### src/rtl/uart_pkg.sv
// Shared definitions for the UART transmit scheduler.
//   - sched_state_e : scheduler FSM states
//   - UART_DATA_W   : byte width carried to the transmitter
//   - baud constants: 100 MHz clock, 9600 baud, 16x oversampling
package uart_pkg;

  localparam int unsigned UART_DATA_W = 8;

  localparam int unsigned CLK_FREQ_HZ = 100_000_000;
  localparam int unsigned BAUD_RATE   = 9600;
  localparam int unsigned OVERSAMPLE  = 16;
  // Clock cycles per oversampling tick.
  localparam int unsigned BAUD_DIV    = CLK_FREQ_HZ / (BAUD_RATE * OVERSAMPLE);

  typedef enum logic [1:0] {
    IDLE_S,
    ISSUE_S,
    WAIT_DONE_S,
    GAP_S
  } sched_state_e;

endpackage

### src/rtl/uart_tx_scheduler_rr_pick.sv
// Combinational round-robin selector.
//   req   : request vector
//   ptr   : index of the previous owner; search starts at ptr+1 and wraps
//   sel   : one-hot winner (zero when nothing requests)
//   found : at least one request was present
module rr_pick
  import uart_pkg::*;
#(
  parameter int unsigned NUM_REQ = 4,
  localparam int unsigned IdxW   = $clog2(NUM_REQ)
) (
  input  logic [NUM_REQ-1:0] req,
  input  logic [IdxW-1:0]    ptr,
  output logic [NUM_REQ-1:0] sel,
  output logic               found
);

  always_comb begin
    int unsigned j;
    sel   = '0;
    found = 1'b0;
    j     = 0;
    for (int unsigned k = 1; k <= NUM_REQ; k++) begin
      j = (int'(ptr) + k) % NUM_REQ;
      if (!found && req[j]) begin
        found  = 1'b1;
        sel[j] = 1'b1;
      end
    end
  end

endmodule

### src/rtl/uart_tx_scheduler.sv
// Shares one UART transmitter among NUM_REQ byte-stream requesters.
// Round-robin arbitration with burst locking (up to MAX_BURST bytes per grant),
// an inter-frame gap of GAP_CYCLES after every tx_done, and a watchdog that
// abandons a frame if tx_done does not arrive within TIMEOUT_CYCLES.
//   clk, reset          : clock, synchronous active-high reset
//   req_valid/data/last : per-requester byte, data packed 8 bits per requester
//   req_ready           : acceptance strobe (only in ISSUE, only for the owner)
//   grant, busy         : one-hot owner, scheduler not idle
//   tx_start, tx_data   : transmitter start pulse and byte
//   tx_done             : transmitter completion pulse
//   err_timeout         : one-cycle watchdog expiry pulse
module uart_tx_scheduler
  import uart_pkg::*;
#(
  parameter int unsigned NUM_REQ        = 4,
  parameter int unsigned MAX_BURST      = 16,
  parameter int unsigned GAP_CYCLES     = 16,
  parameter int unsigned TIMEOUT_CYCLES = 2048
) (
  input  logic                           clk,
  input  logic                           reset,
  input  logic [NUM_REQ-1:0]             req_valid,
  input  logic [UART_DATA_W*NUM_REQ-1:0] req_data,
  input  logic [NUM_REQ-1:0]             req_last,
  output logic [NUM_REQ-1:0]             req_ready,
  output logic [NUM_REQ-1:0]             grant,
  output logic                           busy,
  output logic                           tx_start,
  output logic [UART_DATA_W-1:0]         tx_data,
  input  logic                           tx_done,
  output logic                           err_timeout
);

  localparam int unsigned IdxW   = $clog2(NUM_REQ);
  localparam int unsigned BurstW = $clog2(MAX_BURST) + 1;
  localparam int unsigned GapW   = $clog2(GAP_CYCLES) + 1;
  localparam int unsigned WdW    = $clog2(TIMEOUT_CYCLES) + 1;

  localparam int unsigned GapLastInt = (GAP_CYCLES == 0) ? 0 : GAP_CYCLES - 1;

  localparam logic [BurstW-1:0] BurstLast = BurstW'(MAX_BURST - 1);
  localparam logic [GapW-1:0]   GapLast   = GapW'(GapLastInt);
  localparam logic [WdW-1:0]    WdLast    = WdW'(TIMEOUT_CYCLES - 1);

  sched_state_e             state_q;
  logic [NUM_REQ-1:0]       grant_q;
  logic [IdxW-1:0]          owner_q;
  logic [IdxW-1:0]          last_owner_q;
  logic [BurstW-1:0]        byte_cnt_q;
  logic [GapW-1:0]          gap_q;
  logic [WdW-1:0]           wd_q;
  logic                     end_flag_q;
  logic                     busy_q;
  logic                     tx_start_q;
  logic [UART_DATA_W-1:0]   tx_data_q;
  logic                     err_timeout_q;

  logic [NUM_REQ-1:0]       pick_sel;
  logic                     pick_found;
  logic [IdxW-1:0]          pick_idx;
  logic                     own_valid;
  logic                     own_last;
  logic [UART_DATA_W-1:0]   own_data;

  rr_pick #(
    .NUM_REQ (NUM_REQ)
  ) u_rr_pick (
    .req   (req_valid),
    .ptr   (last_owner_q),
    .sel   (pick_sel),
    .found (pick_found)
  );

  always_comb begin
    pick_idx = '0;
    for (int i = 0; i < NUM_REQ; i++) begin
      if (pick_sel[i]) pick_idx = IdxW'(i);
    end
  end

  // Current owner's request fields.
  always_comb begin
    own_valid = 1'b0;
    own_last  = 1'b0;
    own_data  = '0;
    for (int i = 0; i < NUM_REQ; i++) begin
      if (owner_q == IdxW'(i)) begin
        own_valid = req_valid[i];
        own_last  = req_last[i];
        own_data  = req_data[i*UART_DATA_W +: UART_DATA_W];
      end
    end
  end

  always_ff @(posedge clk) begin
    if (reset) begin
      state_q       <= IDLE_S;
      grant_q       <= '0;
      owner_q       <= '0;
      last_owner_q  <= IdxW'(NUM_REQ - 1);
      byte_cnt_q    <= '0;
      gap_q         <= '0;
      wd_q          <= '0;
      end_flag_q    <= 1'b0;
      busy_q        <= 1'b0;
      tx_start_q    <= 1'b0;
      tx_data_q     <= '0;
      err_timeout_q <= 1'b0;
    end else begin
      tx_start_q    <= 1'b0;
      err_timeout_q <= 1'b0;
      unique case (state_q)
        IDLE_S: begin
          if (pick_found) begin
            grant_q    <= pick_sel;
            owner_q    <= pick_idx;
            byte_cnt_q <= '0;
            busy_q     <= 1'b1;
            state_q    <= ISSUE_S;
          end
        end
        ISSUE_S: begin
          if (own_valid) begin
            tx_data_q  <= own_data;
            tx_start_q <= 1'b1;
            if (byte_cnt_q != '1) byte_cnt_q <= byte_cnt_q + 1'b1;
            end_flag_q <= own_last | (byte_cnt_q == BurstLast);
            wd_q       <= '0;
            state_q    <= WAIT_DONE_S;
          end else begin
            // Owner went away mid-burst: give the channel up.
            last_owner_q <= owner_q;
            grant_q      <= '0;
            busy_q       <= 1'b0;
            state_q      <= IDLE_S;
          end
        end
        WAIT_DONE_S: begin
          // tx_done takes priority over a same-cycle watchdog expiry.
          if (tx_done) begin
            if (GAP_CYCLES == 0) begin
              if (end_flag_q) begin
                last_owner_q <= owner_q;
                grant_q      <= '0;
                busy_q       <= 1'b0;
                state_q      <= IDLE_S;
              end else begin
                state_q <= ISSUE_S;
              end
            end else begin
              gap_q   <= '0;
              state_q <= GAP_S;
            end
          end else if (wd_q == WdLast) begin
            err_timeout_q <= 1'b1;
            last_owner_q  <= owner_q;
            grant_q       <= '0;
            busy_q        <= 1'b0;
            state_q       <= IDLE_S;
          end else begin
            wd_q <= wd_q + 1'b1;
          end
        end
        GAP_S: begin
          if (gap_q == GapLast) begin
            if (end_flag_q) begin
              last_owner_q <= owner_q;
              grant_q      <= '0;
              busy_q       <= 1'b0;
              state_q      <= IDLE_S;
            end else begin
              state_q <= ISSUE_S;
            end
          end else begin
            gap_q <= gap_q + 1'b1;
          end
        end
        default: state_q <= IDLE_S;
      endcase
    end
  end

  assign req_ready   = (state_q == ISSUE_S) ? (grant_q & req_valid) : '0;
  assign grant       = grant_q;
  assign busy        = busy_q;
  assign tx_start    = tx_start_q;
  assign tx_data     = tx_data_q;
  assign err_timeout = err_timeout_q;

endmodule

### config.mk
export PLATFORM = sky130hd
export DESIGN_NAME = uart_tx_scheduler
export DESIGN_NICKNAME = d
export VERILOG_FILES = /design/src/rtl/uart_pkg.sv /design/src/rtl/uart_tx_scheduler_rr_pick.sv /design/src/rtl/uart_tx_scheduler.sv
export SDC_FILE = /design/constraint.sdc
export NUM_CORES = 1
export LEC_CHECK = 0
export ABC_CLOCK_PERIOD_IN_PS = 2600
export CORE_AREA = 4 4 79 81
export CTS_CLUSTER_DIAMETER = 60
export DETAILED_ROUTE_END_ITERATION = 7
export DIE_AREA = 0 0 83 85
export GPL_ROUTABILITY_DRIVEN = 0
export PLACE_DENSITY_LB_ADDON = 0.1
export SLEW_MARGIN = 5
export SYNTH_ARGS = -nofsm -noshare
export SYNTH_HDL_FRONTEND = slang
export SYNTH_HIERARCHICAL = 1
export SYNTH_SLANG_ARGS = --single-unit
### constraint.sdc
create_clock -name clk -period 2.6 [get_ports clk]
set_input_delay 0.52 -clock clk [delete_from_list [all_inputs] [get_ports clk]]
set_output_delay 0.52 -clock clk [all_outputs]
set_load 0.1 [all_outputs]
==> impl_metrics.yaml <==
run_status:
  status: "finished, final reports clean"
setup_path:
  cp_max_fo: 5
  critPathBufInv: 1
  critPathSlowestCell: "o21ai_0"
  start_kind: "flop"
  r2r_start: "last_owner_q[1]"
  critPathTopFamily: "compound AO/OA/AOI/OAI gates"
  critical_path_class: "reg2reg"
  max_stage_delay_ns: 0.44
  worst_ep_arrival_time_ns: 2.59
  cp-end-kind: "flop"
  startpoint: "last_owner_q[1]"
  path_cells: "inv_1 > ha_1 > mux2i_1 > o2111ai_1 > o21ai_0 > a221o_1 > a21oi_1 > a211oi_1"
  cp_data_required_time_ns: 2.81
detailed_routing:
  drt_iter0_drc: 55
  wl_per_cell_um: 14.25
  drc: 0
  drt_wl_total_mm: 6.299
  detail-route-antenna-nets: 0
  first_pass_iters: 4
  avgViaCountPerCell: 5.548
  num_vias: 2452
logic_synthesis:
  yosysTopAreaCell: "dfxtp_1"
  async_flop_share_pct: 0
  synth_area_per_cell_um2: 9.171
  yosysTopAreaCellShare_pct: 32.34
  syn_nets: 354
  synth_seq_cells: 44
  synth.area.top_cells: "dfxtp_1 32%, mux4_2 8.3%, ha_1 6.4%, mux2i_1 4.8%, nand2_1 4.5%"
  synth_area_um2: 2724
  yosysWarnings: 6
  synthCells: 297
  synth-edff-count: 0
  synthFlopType: "dfxtp_1"
  synth_seq_area_share_pct: 32.34
  ys_types: 53
sta:
  fin_crit_ns: 2.373
  finalSetupTns_ns: 0
  finalHoldViolCount: 0
  finClkSkew_ns: 0.004606
  drv_slew: 0
  slew_headroom_pct: 36.62
  rsz0062_at_grt: "false"
  setup_viol: 0
  setup_slack_ns: 0.2270
  fmax_mhz: 421.4
  fin_crit_sh_pct: 91.27
  tightest_slew_ns: 0.9426
cts:
  clkLatencyLatePin_ns: 0.30
  htreeDepth: 2
  cts.sinks: 44
  cts-root-buf: "clkbuf_8"
  cts_max_path_buffers: 2
  tritoncts: "built"
  post_cts_buffers: 0
  post_cts_resize_count: 0
  clk_pin_slew_ns: 0.09
  ctsHoldBuffers: 0
  cts_buffers: 5
placed_design:
  dp_slack_ns: 0.03002
  numPortBuffers: 61
  dp_hpwl_mm: 4.945
  dpl.cell_count: 434
global_route:
  grt_antenna_before_repair: 0
  grt_max_degree: 19
  grt_pass1_vias: 2396
  grt_overflow: 0
  grt_pass1_wl_mm: 10.65
  track_usage_pct: 18.12
finish:
  diodes: 0
  layout_commonest_cell: "dfxtp_1"
  multiInputGateArea_um2: 1732
  register_area_um2: 880.8
  final_cell_mix: "44 x dfxtp_1, 42 x clkdlybuf4s50_1, 34 x buf_4"
  drive_above_1_share_pct: 17.30
  final_nets: 426
  n_fill_cell: 487
  stdcell_count: 442
  syn_to_final_growth_pct: 31.92
min_path:
  hold_start: "tx_data[7]"
  holdCritPathClass: "reg2reg"
die:
  die_x_um: 83
  core-area_um2: 5473
  design.portCount: 62
  die_y_um: 85
  start_util_pct: 49.77
  die_area_um2: 7055
  rows: 27
power:
  leakage_nw: 1.416
  vdd_drop_max_uv: 502.1
  powerDensity_nw_per_um2: 729.9
run:
  max_cap_viol_count: 0
tightest hold or removal path, cell delays in order, from the launching register on:
cell	delay, ns
dfxtp_1	0.32
nand2_1	0.05
a21oi_1	0.05
synthesized netlist by cell type, types with 3 or more instances:
| library cell | instances |
|---|---|
| nand3_1 | 4 |
| nor3b_1 | 4 |
| clkbuf_1 | 8 |
| nor2_1 | 19 |
| mux2i_1 | 13 |
| nor3_1 | 9 |
| a211oi_1 | 5 |
| nand2_1 | 33 |
| o21ai_0 | 6 |
| or3_1 | 6 |
| o21ai_1 | 3 |
| and3_1 | 9 |
| mux2_2 | 3 |
| ha_1 | 14 |
| mux4_2 | 10 |
| o2111ai_1 | 5 |
| nand2b_1 | 9 |
| nand3b_1 | 5 |
| a221o_1 | 4 |
| o31ai_1 | 3 |
| dfxtp_1 | 44 |
| xor2_1 | 5 |
| buf_2 | 5 |
| nor2b_1 | 4 |
| inv_1 | 11 |
| nand4_1 | 7 |
| a21oi_1 | 18 |
sequential cells by signal, summed over array words and instances, names as in the netlist, 2 cells and up:
name,flops
state_q,2
gap_q,5
byte_cnt_q,5
grant,4
wd_q,12
tx_data,8
owner_q,2
last_owner_q,2
logic make-up after synthesis:
| kind of cell | count (synthesis) | share of synthesized area (%) |
|---|---|---|
| xor+xnor | 6 | 1.929 |
| mux | 28 | 15.80 |
| buf+inv | 26 | 4.088 |
| flops | 44 | 32.34 |
| fa+ha+maj | 14 | 6.431 |
| compound gates | 58 | 15.34 |
| simple gates | 121 | 24.07 |
power by group:
| group | total, W | switching [W] | internal [W] | leakage (nW) |
|---|---|---|---|---|
| combinational | 0.00134 | 0.000810 | 0.000532 | 1.01 |
| clock | 0.000454 | 0.000238 | 0.000216 | 0.0445 |
| sequential | 0.000827 | 0.0000730 | 0.000754 | 0.357 |
| total | 0.00262 | 0.00112 | 0.00150 | 1.42 |
metal layers:
metal	vias to the layer above	share of wire (%)	routed length (um)	global-route usage, %
met5	-	0	0	0
met4	0	1.1	70	5.498
met3	6	5.0	316	4.369
met2	50	50	3133	33.16
met1	1152	44	2779	20.89
li1	1244	-	-	-
layout make-up:
type                            count  share of cell area (%)
Tap cell                           72                   2.507
Multi-Input combinational cell    227                   48.19
Sequential cell                    44                   24.51
Timing Repair Buffer               80                   21.03
Clock buffer                        7                   2.403
Clock inverter                      1                  0.2089
Inverter                           11                   1.149
final timing paths:
kind / endpoint / slack [ns] / depth (start not counted)
min reg2reg: tx_data[7] / 0.46 / 2
max: owner_q[0] / 0.23 / 8
min: tx_data[7] / 0.46 / 2
max reg2reg: owner_q[0] / 0.23 / 8
per-stage QoR:
step / total power [W] / util [%] / hold slack (ns) / instance area [um^2]
after detailed placement: 0.002189 / 63.95 / 0.4521 / 3500
after global routing: 0.002771 / 65.66 / 0.4951 / 3593
after global placement: 0.002173 / 63.95 / 0.4435 / 3500
after floorplan: 0.001834 / - / 0.4424 / 2724
after CTS: 0.002639 / 65.66 / 0.4640 / 3593
final: 0.002623 / 65.66 / 0.4619 / 3593
(Power assumes the default switching activity.)
